[src/rtl/enigma_stream_ctrl.sv]
`default_nettype none
// ============================================================================
//  Module   : enigma_stream_ctrl
//  Purpose  : Bridges an ASCII valid/ready byte stream to a 5-bit enigma core.
//             Letters are converted to 0..25 codes and sent to the core with
//             a one-cycle pulse. After ENIGMA_LAT cycles the core result is
//             turned back into ASCII in the original case and queued in a
//             small output FIFO. Non-letters are dropped and counted. A
//             configuration request latches key and rotor settings and
//             strobes them into the core.
//  Ports    : clk, reset_n                   - clock, async active-low reset
//             s_valid/s_data/s_ready         - ASCII input stream
//             m_valid/m_data/m_ready         - ASCII output stream
//             cfg_start, key_in, rX_in       - configuration request/values
//             key, rX_cfg, load_key_cfg      - configuration to the core
//             char_in, new_char_pulse        - letter code to the core
//             enigma_char_out                - core result (0..25)
//             busy, drop_cnt                 - status
//  Revision : 1.0 - initial release
// ============================================================================
module enigma_stream_ctrl #(
  parameter int ENIGMA_LAT = 2,  // 1..15
  parameter int FIFO_DEPTH = 4   // power of two, >= 2
) (
  input  logic        clk,
  input  logic        reset_n,
  input  logic        s_valid,
  input  logic [7:0]  s_data,
  output logic        s_ready,
  output logic        m_valid,
  output logic [7:0]  m_data,
  input  logic        m_ready,
  input  logic        cfg_start,
  input  logic [14:0] key_in,
  input  logic [1:0]  rA_in,
  input  logic [1:0]  rB_in,
  input  logic [1:0]  rC_in,
  output logic [14:0] key,
  output logic [1:0]  rA_cfg,
  output logic [1:0]  rB_cfg,
  output logic [1:0]  rC_cfg,
  output logic        load_key_cfg,
  output logic [4:0]  char_in,
  output logic        new_char_pulse,
  input  logic [4:0]  enigma_char_out,
  output logic        busy,
  output logic [7:0]  drop_cnt
);

  localparam int            c_AW       = (FIFO_DEPTH > 1) ? $clog2(FIFO_DEPTH) : 1;
  localparam logic [c_AW:0] c_DEPTH    = (c_AW + 1)'(FIFO_DEPTH);
  localparam logic [3:0]    c_LAT_LAST = 4'(ENIGMA_LAT - 1);

  typedef enum logic [1:0] {
    ST_IDLE = 2'd0,
    ST_LOAD = 2'd1,
    ST_SEND = 2'd2,
    ST_WAIT = 2'd3
  } state_t;

  state_t      r_state;
  logic [4:0]  r_code;
  logic        r_lower;
  logic [3:0]  r_wait_cnt;
  logic [7:0]  r_drop_cnt;
  logic [14:0] r_key;
  logic [1:0]  r_ra;
  logic [1:0]  r_rb;
  logic [1:0]  r_rc;
  logic        r_load;
  logic        r_pulse;

  logic [7:0]      r_mem [FIFO_DEPTH];
  logic [c_AW-1:0] r_wr_ptr;
  logic [c_AW-1:0] r_rd_ptr;
  logic [c_AW:0]   r_count;

  logic       w_full;
  logic       w_empty;
  logic       w_s_ready;
  logic       w_accept;
  logic       w_is_upper;
  logic       w_is_lower;
  logic       w_push;
  logic       w_pop;
  logic [7:0] w_push_data;

  assign w_full    = (r_count == c_DEPTH);
  assign w_empty   = (r_count == '0);
  // Gated by reset_n so the port reads 0 while reset is held, even though
  // the state register already sits in IDLE.
  assign w_s_ready = reset_n && (r_state == ST_IDLE) && !w_full && !cfg_start;
  assign w_accept  = s_valid && w_s_ready;

  assign w_is_upper = (s_data >= 8'h41) && (s_data <= 8'h5A);
  assign w_is_lower = (s_data >= 8'h61) && (s_data <= 8'h7A);

  // The push fires at the edge that ends the last WAIT cycle. Only one
  // letter is ever in flight and acceptance needs a non-full FIFO, so a
  // push never meets a full FIFO.
  assign w_push = (r_state == ST_WAIT) && (r_wait_cnt == c_LAT_LAST);
  assign w_pop  = !w_empty && m_ready;

  always_comb begin
    w_push_data = 8'h3F;
    if (enigma_char_out <= 5'd25) begin
      w_push_data = (r_lower ? 8'h61 : 8'h41) + {3'b000, enigma_char_out};
    end
  end

  always_ff @(posedge clk or negedge reset_n) begin
    if (!reset_n) begin
      r_state    <= ST_IDLE;
      r_code     <= '0;
      r_lower    <= 1'b0;
      r_wait_cnt <= '0;
      r_drop_cnt <= '0;
      r_key      <= '0;
      r_ra       <= '0;
      r_rb       <= '0;
      r_rc       <= '0;
      r_load     <= 1'b0;
      r_pulse    <= 1'b0;
    end else begin
      r_load  <= 1'b0;
      r_pulse <= 1'b0;
      case (r_state)
        ST_IDLE: begin
          if (cfg_start) begin
            r_key   <= key_in;
            r_ra    <= rA_in;
            r_rb    <= rB_in;
            r_rc    <= rC_in;
            r_load  <= 1'b1;
            r_state <= ST_LOAD;
          end else if (w_accept) begin
            if (w_is_upper || w_is_lower) begin
              // 'A' (0x41) and 'a' (0x61) both have low bits 00001, so
              // the letter index is the low five bits minus one.
              r_code  <= s_data[4:0] - 5'd1;
              r_lower <= w_is_lower;
              r_pulse <= 1'b1;
              r_state <= ST_SEND;
            end else if (r_drop_cnt != 8'hFF) begin
              r_drop_cnt <= r_drop_cnt + 8'd1;
            end
          end
        end
        ST_LOAD: r_state <= ST_IDLE;
        ST_SEND: begin
          r_wait_cnt <= '0;
          r_state    <= ST_WAIT;
        end
        ST_WAIT: begin
          if (r_wait_cnt == c_LAT_LAST) begin
            r_state <= ST_IDLE;
          end else begin
            r_wait_cnt <= r_wait_cnt + 4'd1;
          end
        end
        default: r_state <= ST_IDLE;
      endcase
    end
  end

  // Output FIFO; pointers wrap naturally because the depth is a power of two.
  always_ff @(posedge clk or negedge reset_n) begin
    if (!reset_n) begin
      r_wr_ptr <= '0;
      r_rd_ptr <= '0;
      r_count  <= '0;
      for (int i = 0; i < FIFO_DEPTH; i++) begin
        r_mem[i] <= '0;
      end
    end else begin
      if (w_push) begin
        r_mem[r_wr_ptr] <= w_push_data;
        r_wr_ptr        <= r_wr_ptr + c_AW'(1);
      end
      if (w_pop) begin
        r_rd_ptr <= r_rd_ptr + c_AW'(1);
      end
      case ({w_push, w_pop})
        2'b10:   r_count <= r_count + (c_AW + 1)'(1);
        2'b01:   r_count <= r_count - (c_AW + 1)'(1);
        default: r_count <= r_count;
      endcase
    end
  end

  assign s_ready        = w_s_ready;
  assign m_valid        = !w_empty;
  assign m_data         = r_mem[r_rd_ptr];
  assign key            = r_key;
  assign rA_cfg         = r_ra;
  assign rB_cfg         = r_rb;
  assign rC_cfg         = r_rc;
  assign load_key_cfg   = r_load;
  assign char_in        = r_code;
  assign new_char_pulse = r_pulse;
  assign busy           = (r_state != ST_IDLE);
  assign drop_cnt       = r_drop_cnt;

endmodule
`default_nettype wire
[config.mk]
export PLATFORM = sky130hd
export DESIGN_NAME = enigma_stream_ctrl
export DESIGN_NICKNAME = d
export VERILOG_FILES = /design/src/rtl/enigma_stream_ctrl.sv
export SDC_FILE = /design/constraint.sdc
export NUM_CORES = 1
export LEC_CHECK = 0
export CAP_MARGIN = 20
export CORE_ASPECT_RATIO = 1.5
export CORE_UTILIZATION = 54
export DETAILED_ROUTE_END_ITERATION = 10
export HOLD_SLACK_MARGIN = 0.06
export PLACE_DENSITY = 0.85
export RECOVER_POWER = 50
export SETUP_SLACK_MARGIN = 0.05
export SLEW_MARGIN = 20
export SYNTH_ARGS = -nofsm -noshare
export SYNTH_HDL_FRONTEND = slang
export SYNTH_SLANG_ARGS = --single-unit
[constraint.sdc]
create_clock -name clk -period 3.8 [get_ports clk]
set_input_delay 0.76 -clock clk [delete_from_list [all_inputs] [get_ports clk]]
set_output_delay 0.76 -clock clk [all_outputs]
set_load 0.02 [all_outputs]
==> impl_metrics.json, run 1 <==
{
  "report.final.hold_viol_count": 0,
  "crit_required_ns": 3.04,
  "min_period_ns": 3.42,
  "track_usage": 0.237,
  "vdd_drop_max_mv": 0.578,
  "rrSetupSlack_ns": 1.42,
  "numClockSinks": 82,
  "h-tree-depth": 3,
  "ys_ff_latch": 82,
  "place_congestion": 0.790,
  "hpwlAfterDp_mm": 5.57,
  "p_leak_uw": 0.00218,
  "cts_buffer_depth": 2,
  "syn_area_um2": 3730,
  "root_buffer": "clkbuf_8",
  "drc": 0,
  "cap_violations": 1,
  "clk_latency_ns": 0.36,
  "fillers": 469,
  "hold_buffers": 0,
  "gr-max-usage-layer": "met2",
  "ys.flop_type": "dfrtp_1",
  "grt_util_met3": 0.0652,
  "io_pins": 86,
  "netlist.area_leader.share": 0.551,
  "crit_fanout": 3,
  "first_pass_iters": 4,
  "syn_area_per_cell_um2": 11.8,
  "hold_class": "in -> async",
  "first_global_vias": 2743,
  "yosysSeqAreaShare": 0.551,
  "finalCritPeriodShare": 0.900,
  "grt_max_degree": 82,
  "overflow": 0,
  "clk_pin_slew_ns": 0.07,
  "violations": "max-capacitance violations, max-slew violations",
  "grtUsageMet1": 0.283,
  "critical_path_class": "in -> out",
  "syn-num-nets": 370,
  "finalNetCount": 459,
  "synthCells": 317,
  "die_h_um": 104,
  "synth.distinct_cells": 40,
  "met2_usage": 0.400,
  "fin_tns_setup_ns": 0,
  "slew_violations": 82,
  "syn2layout_area_growth_pct": 30.0,
  "synth.largest_area_cell": "dfrtp_1",
  "worst_slew_pin_slew_ns": 1.96,
  "seq_area_um2": 2050,
  "fmax_mhz": 292,
  "synth_common_cells": "dfrtp_1 (82), nand2_1 (44), o21ai_0 (38)",
  "setup_viol": 0,
  "synth_edf_count": 0,
  "num_vias": 2673,
  "cts_tree": "yes",
  "grt_pass1_wl_mm": 13.3,
  "power_density_nw_per_um2": 730,
  "arrival_ns": 2.66,
  "yosysMostFrequentCell": "dfrtp_1",
  "dieWidth_um": 69.8,
  "cts_inserted_buffers": 9,
  "drt_iter0_markers": 192,
  "status": "finished, violations left",
  "diodes": 0,
  "drive_gt1_frac": 0.136,
  "end_kind": "output pin",
  "routed_wl_mm": 7.84,
  "antenna_found_initial": 0,
  "multiInputGateArea_um2": 1580,
  "skew_ns": 0.00979,
  "cts_resized": 0,
  "wl_per_cell_um": 16.1,
  "ant_nets": 0,
  "std_cell_rows": 36,
  "synth.area.top_cells": "dfrtp_1 (55%), mux2_2 (7.6%), o21ai_0 (5.1%)",
  "worstSetupStartpointType": "input pin",
  "post-cts-setup-buffers": 0,
  "die-area_um2": 7240,
  "port_buffers": 85,
  "start_util": 0.567,
  "yosys_warnings": 0,
  "viasPerCell": 5.49,
  "finish.utilization": 0.736,
  "rsz0062_at_grt": "false",
  "slew_headroom": -0.307,
  "core_area_um2": 6580,
  "async_flop_share": 1.00
}
-- through the flow --
stage,cell area [um2],power (uW),setup slack [ns],std cells,hold WS (ns)
CTS,4850,3570,0.503,487,0.161
detailed placement,4650,2940,0.519,471,0.467
finish,4840,3540,0.378,487,0.211
floorplan,3730,2270,1.15,317,0.445
global route,4840,3750,0.302,487,0.199
global placement,4650,2870,0.485,471,0.458
-- registers in the layout, indices dropped and copies added, names as in the netlist --
register and cells:
char_in 5, new_char_pulse 1, r_count 3, r_mem 32, rC_cfg 2, key 15, load_key_cfg 1, r_wait_cnt 4
r_state 2, drop_cnt 8, rB_cfg 2, r_rd_ptr 2, rA_cfg 2, r_wr_ptr 2, r_lower 1
-- path summary, 6_finish.rpt --
kind | start | end | cells after the start
max in group asynchronous | reset_n | drop_cnt[5] | 2
min | reset_n | r_mem[31] | 1
max reg2reg | r_wait_cnt[1] | r_count[1] | 9
max | cfg_start | s_ready | 4
min in group clk | r_mem[29] | r_mem[29] | 2
min reg2reg | r_mem[29] | r_mem[29] | 2
-- worst max-delay path, cell delays in order --
cell	delay (ns)
dlygate4sd3_1	0.56
or4b_4	0.56
a21oi_1	0.15
clkdlybuf4s50_1	0.63
-- cells in the final DEF (no fill, tap or decap), types with 2 or more instances in the layout --
cell type,instances
nor3_1,3
xor2_1,10
dlygate4sd3_1,2
mux2_2,25
a22o_1,3
clkdlybuf4s50_1,82
a31oi_1,2
dfrtp_1,82
ha_1,13
and3_1,2
clkbuf_1,2
inv_1,17
a21oi_1,4
and2_1,4
mux2i_1,2
xnor2_1,7
nand2b_1,4
nor2_1,9
mux4_2,8
o21ai_0,38
nand2_1,44
nor4_1,2
nand3_1,6
nor2b_1,4
clkbuf_8,13
-- layer usage --
| metal | up-vias | routed length [um] | part of all wire |
|---|---|---|---|
| met4 | 0 | 189 | 0.024 |
| met2 | 81 | 4190 | 0.53 |
| met5 | - | 0 | 0 |
| met3 | 15 | 313 | 0.040 |
| met1 | 1306 | 3140 | 0.40 |
| li1 | 1271 | - | - |
-- cells by family (layout without fill, tap and decap cells) --
| group | after synthesis | in the layout | synth area share |
|---|---|---|---|
| multiplexers | 36 | 36 | 0.133 |
| buffers and inverters | 26 | 120 | 0.0262 |
| flip-flops | 82 | 82 | 0.551 |
| XOR/XNOR | 17 | 17 | 0.0400 |
| AO/OA/AOI/OAI | 54 | 54 | 0.0856 |
| AND/OR/NAND/NOR | 88 | 88 | 0.115 |
| adder cells (fa/ha/maj) | 14 | 14 | 0.0490 |
-- where the power goes --
part / total [uW] / internal (uW) / switching [uW]
sequential: 1440 / 1180 / 262
combinational: 1480 / 781 / 694
clock: 622 / 309 / 313
total: 3540 / 2270 / 1270
-- cell type report --
cell class / instances / share of cell area
timing repair buffer: 87 / 0.176
clock buffer: 13 / 0.0369
sequential: 82 / 0.424
clock inverter: 3 / 0.00439
tap: 76 / 0.0196
inverter: 17 / 0.0132
multi-input combinational: 209 / 0.326
Power figures use the tool's default switching activity.
==> run 2: changes to the inputs <==
- CTS_BUF_LIST: unset -> sky130_fd_sc_hd__clkbuf_16
==> run 2 against run 1 <==
Cell area grew 1.3%. The flow still finishes with violations (max-capacitance violations, max-slew violations). Non-clock buffer count unchanged. Register-to-register slack barely moved.
==> impl_metrics.json, run 2 (same netlist as run 1, synthesis figures left out) <==
{
  "fin_tns_setup_ns": 0,
  "syn2layout_area_growth_pct": 31.6,
  "viasPerCell": 5.54,
  "drt_iter0_markers": 282,
  "first_global_vias": 2763,
  "dieWidth_um": 69.8,
  "power_density_nw_per_um2": 751,
  "grt_pass1_wl_mm": 13.3,
  "cts_buffer_depth": 2,
  "seq_area_um2": 2050,
  "hpwlAfterDp_mm": 5.57,
  "regMostFlops": "r_mem",
  "largest_register_ffs": 32,
  "core_area_um2": 6580,
  "power_uw": 3680,
  "h-tree-depth": 3,
  "cts_inserted_buffers": 9,
  "end_kind": "output pin",
  "start_util": 0.567,
  "cts_tree": "yes",
  "min_period_ns": 3.42,
  "cts_resized": 0,
  "multiInputGateArea_um2": 1580,
  "setup_viol": 0,
  "report.final.hold_viol_count": 0,
  "cp_slowest_cell": "clkdlybuf4s50_1",
  "fmax_mhz": 293,
  "drive_gt1_frac": 0.127,
  "worst_slew_pin_slew_ns": 1.93,
  "path_cells": "dlygate4sd3_1, or4b_4, a21oi_1, clkdlybuf4s50_1",
  "io_pins": 86,
  "clk_latency_ns": 0.33,
  "ant_nets": 0,
  "rsz0062_at_grt": "false",
  "finalCritPeriodShare": 0.899,
  "std_cell_rows": 36,
  "cp.buffers_inverters": 2,
  "port_buffers": 85,
  "diodes": 0,
  "track_usage": 0.238,
  "finalNetCount": 459,
  "overflow": 0,
  "status": "finished, violations left",
  "cap_violations": 1,
  "hold_class": "in -> async",
  "routed_wl_mm": 7.90,
  "antenna_found_initial": 0,
  "root_buffer": "clkbuf_16",
  "final_cell_mix": "dfrtp_1 (82), clkdlybuf4s50_1 (82), nand2_1 (44)",
  "worstSetupStartpointType": "input pin",
  "fillers": 456,
  "crit_family": "buffers and inverters",
  "wl_per_cell_um": 16.2,
  "first_pass_iters": 4,
  "die_h_um": 104,
  "clk_pin_slew_ns": 0.05,
  "drc": 0,
  "slowest_delay_ns": 0.63,
  "hold_buffers": 0,
  "num_vias": 2698,
  "slew_headroom": -0.286,
  "numClockSinks": 82,
  "vdd_drop_max_mv": 0.566,
  "place_congestion": 0.790,
  "post-cts-setup-buffers": 0,
  "skew_ns": 0.00769,
  "p_leak_uw": 0.00220,
  "crit_required_ns": 3.04,
  "grt_max_degree": 82,
  "slew_violations": 82,
  "arrival_ns": 2.66,
  "die-area_um2": 7240,
  "crit_fanout": 3,
  "violations": "max-capacitance violations, max-slew violations",
  "critical_path_class": "in -> out"
}
==> run 2: path summary, 6_finish.rpt <==
path	start	endpoint	slack (ns)	cells past startpoint
max	cfg_start	s_ready	0.38	4
min	reset_n	r_mem[31]	0.25	1
max reg2reg	r_wait_cnt[1]	r_count[1]	1.43	9
min reg2reg	r_mem[21]	r_mem[21]	0.48	2
max in group asynchronous	reset_n	drop_cnt[6]	1.44	2
min in group clk	r_mem[21]	r_mem[21]	0.48	2
==> run 2: per-stage QoR <==
step                      area [um2]  hold WS, ns  instances  utilization  worst slack (ns)
after floorplan                 3730        0.445        317            -              1.15
after global placement          4650        0.458        471        0.708             0.485
after detailed placement        4650        0.467        471        0.708             0.519
after CTS                       4910        0.197        487        0.747             0.505
after global routing            4900        0.239        487        0.746             0.306
final                           4900        0.245        487        0.746             0.383
==> run 2: area by class of cell <==
type / count / share of cell area
Clock buffer: 9 / 0.0459
Clock inverter: 7 / 0.00740
Inverter: 17 / 0.0130
Multi-Input combinational cell: 209 / 0.322
Sequential cell: 82 / 0.418
Tap cell: 76 / 0.0194
Timing Repair Buffer: 87 / 0.174
==> run 2: power breakdown <==
part	total (uW)	internal, uW	switching (uW)
clock network	761	433	329
registers	1440	1180	263
logic	1480	781	695
total	3680	2390	1290
==> run 2: per-layer routing <==
layer / vias up / wire length, um / GRT usage
met5: - / 0 / 0
met4: 0 / 164 / 0.111
met3: 15 / 295 / 0.0564
met2: 81 / 4300 / 0.402
met1: 1331 / 3140 / 0.286
li1: 1271 / - / -
